**config.mk**
```make
export PLATFORM = sky130hd
export DESIGN_NAME = jogador_automatico
export DESIGN_NICKNAME = d
export VERILOG_FILES = /design/src/rtl/jogo_pkg.sv /design/src/rtl/contador_m.sv /design/src/rtl/jogador_automatico.sv
export SDC_FILE = /design/constraint.sdc
export NUM_CORES = 1
export LEC_CHECK = 0
export ABC_CLOCK_PERIOD_IN_PS = 4400
export CORE_UTILIZATION = 60
export CTS_CLUSTER_DIAMETER = 60
export CTS_CLUSTER_SIZE = 40
export DETAILED_ROUTE_END_ITERATION = 6
export PLACE_DENSITY = 0.84
export SKIP_CTS_REPAIR_TIMING = 1
export SYNTH_ARGS = -nofsm -noshare
export SYNTH_HDL_FRONTEND = slang
export SYNTH_SLANG_ARGS = --single-unit
```
**constraint.sdc**
```tcl
create_clock -name clock -period 4.4 [get_ports clock]
set_input_delay 1.32 -clock clock [delete_from_list [all_inputs] [get_ports clock]]
set_output_delay 1.32 -clock clock [all_outputs]
set_load 0.01 [all_outputs]
```
**src/rtl/jogo_pkg.sv**
```systemverilog
// Shared definitions for the memory game: controller state codes, color constants
// and small color helpers used by the control unit and the automatic player.
package jogo_pkg;

    localparam int unsigned COR_W = 4;

    typedef enum logic [3:0] {
        OCIOSO        = 4'd0,
        GRAVA         = 4'd1,
        ESPERA        = 4'd2,
        PRESSIONA     = 4'd3,
        SOLTA         = 4'd4,
        COR_PRESSIONA = 4'd5,
        COR_SOLTA     = 4'd6,
        FIM           = 4'd7
    } estado_t;

    localparam logic [COR_W-1:0] APAGADO      = 4'b0000;
    localparam logic [COR_W-1:0] COR_VERMELHO = 4'b0001;
    localparam logic [COR_W-1:0] COR_VERDE    = 4'b0010;
    localparam logic [COR_W-1:0] COR_AZUL     = 4'b0100;
    localparam logic [COR_W-1:0] COR_AMARELO  = 4'b1000;

    function automatic logic [COR_W-1:0] gira_esq(input logic [COR_W-1:0] v);
        return {v[COR_W-2:0], v[COR_W-1]};
    endfunction

    function automatic logic eh_cor(input logic [COR_W-1:0] v);
        return $onehot(v);
    endfunction

endpackage

```
**src/rtl/contador_m.sv**
```systemverilog
// Modulo-M up counter with synchronous clear and enable; fim_c flags the last count.
module contador_m #(
    parameter int unsigned M = 20,
    localparam int unsigned W = (M > 1) ? $clog2(M) : 1
) (
    input  logic         clock,
    input  logic         reset,
    input  logic         clear,
    input  logic         enable,
    output logic [W-1:0] q,
    output logic         fim_c
);

    assign fim_c = (q == W'(M - 1));

    always_ff @(posedge clock) begin
        if (reset || clear) begin
            q <= '0;
        end else if (enable) begin
            q <= fim_c ? '0 : q + W'(1);
        end
    end

endmodule

```
**src/rtl/jogador_automatico.sv**
```systemverilog
// Automatic player: records the sequence shown on the game LEDs and replays it
// on the buttons, optionally corrupting the last entry or appending a new color.
module jogador_automatico
    import jogo_pkg::*;
#(
    parameter int unsigned T_PRESS = 10,
    parameter int unsigned T_GAP   = 10,
    parameter int unsigned PROF    = 16,
    localparam int unsigned AW = $clog2(PROF),
    localparam int unsigned CW = $clog2(PROF) + 1
) (
    input  logic          clock,
    input  logic          reset,
    input  logic          habilita,
    input  logic [3:0]    leds,
    input  logic          exibindo,
    input  logic          aguardando_jogada,
    input  logic          aguardando_cor,
    input  logic          fim_jogo,
    input  logic          errar,
    output logic [3:0]    botoes,
    output logic          ocupado,
    output logic [CW-1:0] contagem,
    output logic          overflow,
    output logic [3:0]    db_estado
);

    localparam int unsigned TM = T_PRESS + T_GAP;
    localparam int unsigned TW = $clog2(TM);

    estado_t         state, next;
    logic [3:0]      mem [PROF];
    logic [3:0]      leds_ant;
    logic            exibindo_ant;
    logic [CW-1:0]   index;
    logic [CW-1:0]   idx_n;
    logic [3:0]      nova_cor;
    logic [3:0]      valor_press;
    logic [TW-1:0]   q;
    logic            fim_c;
    logic            timer_clr, timer_en;
    logic            captura, limpa, ini_rep, avanca, gira_cor;
    logic            leds_sobe;

    contador_m #(.M(TM)) u_timer (
        .clock  (clock),
        .reset  (reset),
        .clear  (timer_clr),
        .enable (timer_en),
        .q      (q),
        .fim_c  (fim_c)
    );

    assign leds_sobe = (leds_ant == APAGADO) && eh_cor(leds);
    assign db_estado = state;

    // Value latched into botoes when a replay press starts (index seen after this edge)
    always_comb begin
        idx_n       = (state == SOLTA) ? index + CW'(1) : '0;
        valor_press = mem[idx_n[AW-1:0]];
        if (errar && (idx_n + CW'(1) == contagem)) begin
            valor_press = gira_esq(valor_press);
        end
    end

    always_comb begin
        next      = state;
        captura   = 1'b0;
        limpa     = 1'b0;
        ini_rep   = 1'b0;
        avanca    = 1'b0;
        gira_cor  = 1'b0;
        timer_clr = 1'b1;
        timer_en  = 1'b0;
        case (state)
            OCIOSO: begin
                if (habilita && exibindo) begin
                    next  = GRAVA;
                    limpa = 1'b1;
                end
            end
            GRAVA: begin
                captura = leds_sobe;
                if (!exibindo) next = ESPERA;
            end
            ESPERA: begin
                if (aguardando_jogada && (contagem != '0)) begin
                    next    = PRESSIONA;
                    ini_rep = 1'b1;
                end else if (aguardando_cor) begin
                    next = COR_PRESSIONA;
                end else if (exibindo && !exibindo_ant) begin
                    next  = GRAVA;
                    limpa = 1'b1;
                end
            end
            PRESSIONA, COR_PRESSIONA: begin
                timer_clr = 1'b0;
                timer_en  = 1'b1;
                if (q == TW'(T_PRESS - 1)) begin
                    next = (state == PRESSIONA) ? SOLTA : COR_SOLTA;
                end
            end
            SOLTA: begin
                timer_clr = 1'b0;
                timer_en  = 1'b1;
                if (fim_c) begin
                    avanca = 1'b1;
                    next   = (index + CW'(1) == contagem) ? ESPERA : PRESSIONA;
                end
            end
            COR_SOLTA: begin
                timer_clr = 1'b0;
                timer_en  = 1'b1;
                if (fim_c) begin
                    gira_cor = 1'b1;
                    next     = ESPERA;
                end
            end
            FIM: begin
                if (!fim_jogo) next = OCIOSO;
            end
            default: next = OCIOSO;
        endcase
        if (fim_jogo && (state != OCIOSO)) next = FIM;
        if (!habilita) next = OCIOSO;
    end

    always_ff @(posedge clock) begin
        if (reset) begin
            state        <= OCIOSO;
            botoes       <= APAGADO;
            ocupado      <= 1'b0;
            contagem     <= '0;
            overflow     <= 1'b0;
            index        <= '0;
            nova_cor     <= COR_VERDE;
            leds_ant     <= APAGADO;
            exibindo_ant <= 1'b0;
        end else begin
            state        <= next;
            ocupado      <= (next != OCIOSO) && (next != FIM);
            leds_ant     <= leds;
            exibindo_ant <= exibindo;
            // Press values are sampled once on entry and held for the whole press
            if (next == PRESSIONA) begin
                if (state != PRESSIONA) botoes <= valor_press;
            end else if (next == COR_PRESSIONA) begin
                if (state != COR_PRESSIONA) botoes <= nova_cor;
            end else begin
                botoes <= APAGADO;
            end
            if (limpa) begin
                contagem <= '0;
                overflow <= 1'b0;
            end else if (captura) begin
                if (contagem == CW'(PROF)) overflow <= 1'b1;
                else                       contagem <= contagem + CW'(1);
            end
            if (ini_rep)     index <= '0;
            else if (avanca) index <= index + CW'(1);
            if (gira_cor) nova_cor <= gira_esq(nova_cor);
        end
    end

    always_ff @(posedge clock) begin
        if (captura && (contagem != CW'(PROF))) begin
            mem[contagem[AW-1:0]] <= leds;
        end
    end

endmodule

```
==> impl_metrics.ini, run 1 <==
[synth]
syn_inst = 428
syn_area_um2 = 4882
async_reset_ff_share_pct = 0
ys_types = 73
synth_fp_nets = 451
synth-main-ff-cell = edfxtp_1
syn_area_per_cell_um2 = 11.41
ys.warnings.count = 0
synth_edf_count = 64
yosysSeqAreaShare_pct = 53.31
synth-seq-cells = 98

[sta]
rsz0062_at_grt = no
hold_violations = 0
setup_violations = 0
max_slew_margin_pct = 37.36
finalMaxSlewViolations = 0
skew_ns = 0.009970
layout_min_cycle_time_ns = 4.205
setup_tns_ns = 0
fmaxAchievable_mhz = 237.8
whs_ns = 0.4742
worstMarginPinSlew_ns = 0.9329
timing.final.crit_share_pct = 95.57

[cts]
cts_tree = done
clk_pin_slew_worst_paths_ns = 0.10
cts_root_buf = clkbuf_8
clock-sinks = 98
clk_path_buf_depth = 2
clock_latency_ns = 0.37
htreeDepth = 3
cts_buffers = 9

[worst_setup_path]
reg2reg_to = botoes[2]
reg2regPathDepth = 11
startpoint = leds[0]
critPathMaxStageDelay_ns = 0.54
r2r-start = db_estado[2]
crit_type = in -> reg
start_kind = input port
end_kind = register
slowest_stage = fa_1
worstPathRequired_ns = 4.46
worstPathCellList = clkdlybuf4s50_1 > inv_1 > fa_1 > inv_1 > ha_1 > ha_1 > nor4b_1 > nand4_1 > nor3b_1 > buf_4 > and2_1
r2r_slack_ns = 0.91
cp_max_fo = 5
critical_path_arrival_ns = 4.27

[die]
dieWidth_um = 92.21
num_io_pins = 27
die_y_um = 92.21
die_area_um2 = 8502
core_um2 = 7807
initial_utilization_pct = 62.53
rows = 32

[min_path]
min_to = u_timer.q[0]
hp-start = u_timer.q[0]
hp-class = reg -> reg
hold_depth = 1

[route]
vias = 3660
drtAntennaViolNets = 0
dr.pass1.iters = 5
drc = 0
wl_per_cell_um = 19.79
wirelength_um = 11260
routed_via_density = 6.432
drtIter0Drc = 401

[global_routing]
grt_use_total_pct = 28.08
antenna_found_initial = 0
grt_max_degree = 28
grt_pass1_wl_um = 17770
grt_pass1_vias = 3461
globalRouteOverflowTotal = 0

[place]
dpl.hpwl_um = 7970
place.gp.congestion = 0.9761
numPortBuffers = 26

[final_layout]
mostFrequentLayoutCell = edfxtp_1
layout_common_cells = 64 x edfxtp_1, 40 x nor2_1, 34 x dfxtp_1
drive_above_1_share_pct = 11.99
antenna_cells = 0
layout.nets = 485
area_delta_synth_final_pct = 12.79
final_util_pct = 70.53

[outcome]
status = complete, no violations

[power]
finalPower_mw = 1.701
power.density_nw_per_um2 = 308.9
irDropWorstVdd_uv = 226.7
p_leak_nw = 1.879

[run]
drv_cap = 0
Yosys cell counts, types with 8 or more instances:
| cell | number | area [um^2] |
|---|---|---|
| a211oi_1 | 8 | 60.06 |
| a21oi_1 | 12 | 60.06 |
| a31oi_1 | 8 | 50.05 |
| and2_1 | 16 | 100.1 |
| clkbuf_1 | 11 | 41.29 |
| dfxtp_1 | 34 | 680.7 |
| edfxtp_1 | 64 | 1922 |
| ha_1 | 10 | 125.1 |
| inv_1 | 15 | 56.30 |
| mux2i_1 | 10 | 100.1 |
| nand2_1 | 33 | 123.9 |
| nand3_1 | 10 | 50.05 |
| nor2_1 | 40 | 150.1 |
| nor3_1 | 11 | 55.05 |
| o21ai_0 | 8 | 40.04 |
| xnor2_1 | 12 | 105.1 |
| xor2_1 | 8 | 70.07 |
state kept, by name, summed over array words and instances, names as in the netlist, 4 cells and up:
register / cells
index: 5
botoes: 4
leds_ant: 4
contagem: 5
u_timer.q: 5
nova_cor: 4
db_estado: 4
mem: 64
cells by family after synthesis:
family | count (synthesis) | synth area share [%]
simple gates | 160 | 17.99
flops | 98 | 53.31
compound gates | 79 | 11.71
buf+inv | 37 | 3.536
xor+xnor | 23 | 4.895
mux | 19 | 5.510
fa+ha+maj | 11 | 2.973
other cells | 1 | 0.07681
per-stage QoR:
step           setup WS [ns]  area, um^2  std cells
3_5_place_dp         -0.1160        5293        553
2_1_floorplan         0.6196        4882        428
3_3_place_gp         0.05796        5293        553
5_1_grt              0.01161        5507        569
6_report              0.1948        5507        569
4_1_cts               0.1928        5500        569
how the worst max path moves through the flow:
stage / endpoint / slack [ns]
finish: mem[8][1] / 0.19
detailed placement: mem[10][1] / -0.12
global placement: mem[10][0] / 0.06
floorplan: mem[1][0] / 0.62
global route: mem[10][0] / 0.01
CTS: contagem[3] / 0.19
power breakdown:
group,total (mW),switching [mW],leakage (nW),internal (mW)
sequential,0.991,0.00772,0.851,0.983
clock,0.607,0.335,0.0959,0.273
combinational,0.103,0.0584,0.932,0.0443
routing by layer:
layer | global-route usage, % | wire [um] | part of all wire, %
met1 | 37.28 | 4408 | 39
met2 | 44.90 | 5529 | 49
met3 | 6.385 | 1032 | 9.2
met4 | 11.07 | 288 | 2.6
met5 | 0 | 0 | 0
critical path, delay by kind of cell:
family / cells / cell delay (ns)
adder cells (fa/ha/maj): 3 / 0.99
buffers and inverters: 4 / 0.77
AND/OR/NAND/NOR: 4 / 1.17
layout make-up:
class | instances | area (um^2)
sequential | 98 | 2603
fill | 540 | 2301
clock buffer | 9 | 123.9
inverter | 16 | 60.06
multi-input combinational | 293 | 2113
tap | 102 | 127.6
clock inverter | 7 | 83.83
timing repair buffer | 44 | 395.4
Power figures use the tool's default switching activity.
==> inputs of run 2 (changes only) <==
--- a/config.mk
+++ b/config.mk
@@ -5,13 +5,15 @@
 export SDC_FILE = /design/constraint.sdc
 export NUM_CORES = 1
 export LEC_CHECK = 0
-export ABC_CLOCK_PERIOD_IN_PS = 4400
-export CORE_UTILIZATION = 60
+export ABC_CLOCK_PERIOD_IN_PS = 3450
+export CAP_MARGIN = 0
+export CORE_UTILIZATION = 54
 export CTS_CLUSTER_DIAMETER = 60
 export CTS_CLUSTER_SIZE = 40
 export DETAILED_ROUTE_END_ITERATION = 6
-export PLACE_DENSITY = 0.84
+export PLACE_DENSITY = 0.8
 export SKIP_CTS_REPAIR_TIMING = 1
+export SLEW_MARGIN = 20
 export SYNTH_ARGS = -nofsm -noshare
 export SYNTH_HDL_FRONTEND = slang
 export SYNTH_SLANG_ARGS = --single-unit
==> constraint.sdc (replaced) <==
create_clock -name clock -period 3.45 [get_ports clock]
set_input_delay 1.035 -clock clock [delete_from_list [all_inputs] [get_ports clock]]
set_output_delay 1.035 -clock clock [all_outputs]
set_load 0.01 [all_outputs]
==> impl_metrics.ini, run 2 (synthesis results as in run 1) <==
[route]
routed_via_density = 6.156
wirelength_um = 11870
dr.pass1.iters = 6
drtIter0Drc = 365
drc = 0
drtAntennaViolNets = 0
wl_per_cell_um = 19.92
vias = 3669

[worst_setup_path]
critical_path_arrival_ns = 3.61
worstPathRequired_ns = 3.73
start_kind = input port
crit_type = in -> reg
end_kind = register
cp_max_fo = 6

[place]
place_area_um2 = 5464
dp_slack_ns = -0.6888
place.gp.congestion = 0.9198
numPortBuffers = 26
dpl.hpwl_um = 8335

[final_layout]
layout_common_cells = 64 x edfxtp_1, 40 x nor2_1, 37 x buf_4
mostFrequentLayoutCell = edfxtp_1
area_delta_synth_final_pct = 17.61
antenna_cells = 0
layout.nets = 506
drive_above_1_share_pct = 19.88
largest_reg_flops = 64
stdcell_area_um2 = 5742

[cts]
clock_latency_ns = 0.37
htreeDepth = 3
clk_path_buf_depth = 2
cts_tree = done
clk_pin_slew_worst_paths_ns = 0.10
clock-sinks = 98
cts_root_buf = clkbuf_8
cts_buffers = 9

[power]
p_leak_nw = 2.020
power.density_nw_per_um2 = 371.0
finalPower_mw = 2.130
irDropWorstVdd_uv = 325.6

[die]
rows = 34
die_area_um2 = 9426
core_um2 = 8721
die_y_um = 97.09
initial_utilization_pct = 55.98
dieWidth_um = 97.09
num_io_pins = 27

[sta]
hold_violations = 0
fmaxAchievable_mhz = 300.7
setup_violations = 0
finalMaxSlewViolations = 0
worstMarginPinSlew_ns = 0.8179
rsz0062_at_grt = no
skew_ns = 0.01543
layout_min_cycle_time_ns = 3.326
fin_ws_ns = 0.1245
timing.final.crit_share_pct = 96.39
max_slew_margin_pct = 45.08

[global_routing]
grt_pass1_wl_um = 18800
antenna_found_initial = 0
grt_pass1_vias = 3754
grt_max_degree = 20
globalRouteOverflowTotal = 0
grt_use_total_pct = 26.00

[min_path]
hp-class = reg -> reg

[run]
drv_cap = 0

[outcome]
status = complete, no violations
## run 2: cell types whose count changed in the layout (fill, tap and decap cells not counted), moves of 3 or more
| cell | delta |
|---|---|
| buf_4 | +19 |
| and2_1 | -10 |
| and2_2 | +5 |
| and2_4 | +5 |
| clkdlybuf4s50_1 | -3 |
| dlymetal6s2s_1 | +3 |
| inv_1 | -3 |
| inv_2 | +3 |
## run 2: stage by stage
step | std cells | util [%] | setup TNS, ns | hold WS (ns)
floorplan | 428 | - | 0 | 0.4334
global placement | 580 | 62.65 | -36.90 | 0.4431
detailed placement | 580 | 62.65 | -43.36 | 0.4617
CTS | 596 | 64.76 | -15.65 | 0.4807
global route | 596 | 65.84 | 0 | 0.5018
finish | 596 | 65.84 | 0 | 0.4766
## run 2: layout make-up
cell class,instances,area [um^2]
clock buffers,10,127.6
inverters,16,60.06
well taps,108,135.1
flip-flops and latches,98,2603
fillers,640,2979
multi-input cells,293,2192
clock inverters,6,56.30
repair buffers,65,568.0
## run 2: critical path, cell delays in order
cell	delay [ns]
clkdlybuf4s50_1	0.50
nor2b_2	0.17
nor3_1	0.08
a2111o_1	0.41
or4_1	0.48
a2111o_1	0.46
a21boi_0	0.16
a311oi_1	0.30
## run 2: path summary, 6_finish.rpt
check | startpoint | to | slack (ns) | cells past startpoint
max | exibindo | botoes[1] | 0.12 | 8
min | u_timer.q[0] | u_timer.q[0] | 0.48 | 1
max reg2reg | contagem[0] | botoes[1] | 0.27 | 9
min reg2reg | u_timer.q[0] | u_timer.q[0] | 0.48 | 1
## run 2: per-layer routing
metal,vias to the layer above,GRT usage [%],routed length [um]
met5,-,0,0
met1,1782,32.72,4804
met3,25,4.245,782
li1,1699,-,-
met2,163,43.82,5972
met4,0,12.51,311
## run 2: power breakdown
| part | switching (mW) | total (mW) | internal, mW | leakage (nW) |
|---|---|---|---|---|
| Clock | 0.434 | 0.711 | 0.278 | 0.0909 |
| Sequential | 0.00355 | 1.26 | 1.25 | 0.851 |
| Combinational | 0.0868 | 0.161 | 0.0745 | 1.08 |
| Total | 0.524 | 2.13 | 1.61 | 2.02 |
==> inputs of run 3 (changes only) <==
--- a/config.mk
+++ b/config.mk
@@ -11,8 +11,7 @@
 export CTS_CLUSTER_DIAMETER = 60
 export CTS_CLUSTER_SIZE = 40
 export DETAILED_ROUTE_END_ITERATION = 6
-export PLACE_DENSITY = 0.8
-export SKIP_CTS_REPAIR_TIMING = 1
+export PLACE_DENSITY = 0.75
 export SLEW_MARGIN = 20
 export SYNTH_ARGS = -nofsm -noshare
 export SYNTH_HDL_FRONTEND = slang
==> impl_metrics.ini, run 3 (synthesis results as in run 1) <==
[sta]
worstMarginPinSlew_ns = 0.8989
timing.final.crit_share_pct = 95.91
setup_violations = 0
skew_ns = 0.02037
finalMaxSlewViolations = 0
hold_violations = 0
max_slew_margin_pct = 39.64
rsz0062_at_grt = no
fmaxAchievable_mhz = 302.2
layout_min_cycle_time_ns = 3.309

[min_path]
hp-start = u_timer.q[0]
hold_depth = 1
hp-class = reg -> reg
min_to = u_timer.q[0]

[cts]
htreeDepth = 3
cts_root_buf = clkbuf_8
cts_tree = done
clock_latency_ns = 0.37
clk_path_buf_depth = 2
clk_pin_slew_worst_paths_ns = 0.10
cts_buffers = 9
cts_setup_buffers = 0
clock-sinks = 98

[route]
wirelength_um = 11780
drtIter0Drc = 285
routed_via_density = 6.138
met1_length_um = 4947
vias = 3658
drc = 0
wl_met2_um = 5393
wl_per_cell_um = 19.76
routed-wl-met3_um = 874
routed.top_layer = met4
dr.pass1.iters = 5
drtAntennaViolNets = 0

[worst_setup_path]
crit_type = in -> reg
reg2regPathDepth = 9
r2r_slack_ns = 0.31
critical_path_arrival_ns = 3.39
worstPathRequired_ns = 3.53
cp_max_fo = 6
start_kind = input port
end_kind = register
reg2reg_to = botoes[2]
r2r-start = contagem[0]

[die]
num_io_pins = 27
die_y_um = 97.09
rows = 34
die_area_um2 = 9426
dieWidth_um = 97.09
core_um2 = 8721
initial_utilization_pct = 55.98

[final_layout]
antenna_cells = 0
mostFrequentLayoutCell = edfxtp_1
layout_common_cells = 64 x edfxtp_1, 39 x nor2_1, 37 x buf_4
layout.nets = 506
area_delta_synth_final_pct = 17.43
stdcell_area_um2 = 5733
fillers = 657
largest_reg_flops = 64
final_util_pct = 65.74
drive_above_1_share_pct = 20.29

[power]
power.density_nw_per_um2 = 367.0
p_leak_nw = 2.003
irDropWorstVdd_uv = 305.9

[global_routing]
globalRouteOverflowTotal = 0
grt_use_total_pct = 26.36
grt_pass1_vias = 3628
grt_max_degree = 28
grt_pass1_wl_um = 18980
antenna_found_initial = 0

[place]
place_area_um2 = 5464
place.gp.congestion = 0.9503
numPortBuffers = 26
dpl.hpwl_um = 8295

[run]
drv_cap = 0

[outcome]
status = complete, no violations
run 3: cell count changes in the layout (fill, tap and decap cells not counted), sizes merged:
cell / change
clkdlybuf4s15: +2
clkdlybuf4s50: -1
clkinv: +1
dlymetal6s2s: -2
run 3: power by group:
| group | internal, mW | switching, mW |
|---|---|---|
| clock | 0.269 | 0.425 |
| sequential | 1.25 | 0.00363 |
| combinational | 0.0682 | 0.0844 |
run 3: metal layers:
| layer | up-vias | track usage [%] |
|---|---|---|
| met1 | 1733 | 34.99 |
| met2 | 169 | 40.85 |
| met4 | 0 | 13.43 |
| li1 | 1706 | - |
| met3 | 50 | 5.827 |
| met5 | - | 0 |
run 3: critical path: stages:
cell	delay [ns]
clkdlybuf4s15_1	0.20
inv_2	0.05
fa_1	0.49
inv_1	0.04
ha_1	0.17
ha_1	0.30
nor4b_2	0.27
nand4_1	0.14
buf_6	0.18
a31oi_4	0.23
and3_2	0.27
run 3: worst max path at each step:
| stage | from | endpoint | slack [ns] | cells past startpoint |
|---|---|---|---|---|
| after CTS | exibindo | botoes[2] | 0.07 | 8 |
| after global placement | leds[0] | mem[9][3] | -0.57 | 12 |
| after floorplan | leds[0] | mem[1][0] | 0.02 | 9 |
| after detailed placement | leds[0] | mem[9][2] | -0.66 | 12 |
| final | leds[1] | mem[1][0] | 0.14 | 11 |
| after global routing | leds[1] | contagem[3] | 0.005 | 14 |
run 3: per-stage QoR:
stage          hold slack, ns  power, mW  std cells  setup slack, ns  setup TNS [ns]
2_1_floorplan          0.4334      1.358        428          0.02192               0
3_3_place_gp           0.4441      1.429        580          -0.5697          -37.77
3_5_place_dp           0.4735      1.432        580          -0.6600          -42.70
4_1_cts                0.4940      2.100        596          0.07061               0
5_1_grt                0.5290      2.162        596         0.005338               0
6_report               0.4850      2.104        596           0.1412               0
run 3: repair_timing:
| item | in CTS | in global routing |
|---|---|---|
| pin swaps | 1 | 6 |
| hold buffers | 0 | 0 |
| endpoints found under the setup margin | 67 | 59 |
| resized for setup | 27 | 10 |
| endpoints found under the hold margin | 0 | 0 |
run 3: cell type report:
cell class / instances / area, um^2 / area share (%)
Clock inverter: 7 / 52.55 / 0.9166
Multi-Input combinational cell: 293 / 2201 / 38.39
Tap cell: 108 / 135.1 / 2.357
Clock buffer: 9 / 123.9 / 2.161
Sequential cell: 98 / 2603 / 45.40
Timing Repair Buffer: 65 / 558.0 / 9.734
Inverter: 16 / 60.06 / 1.048
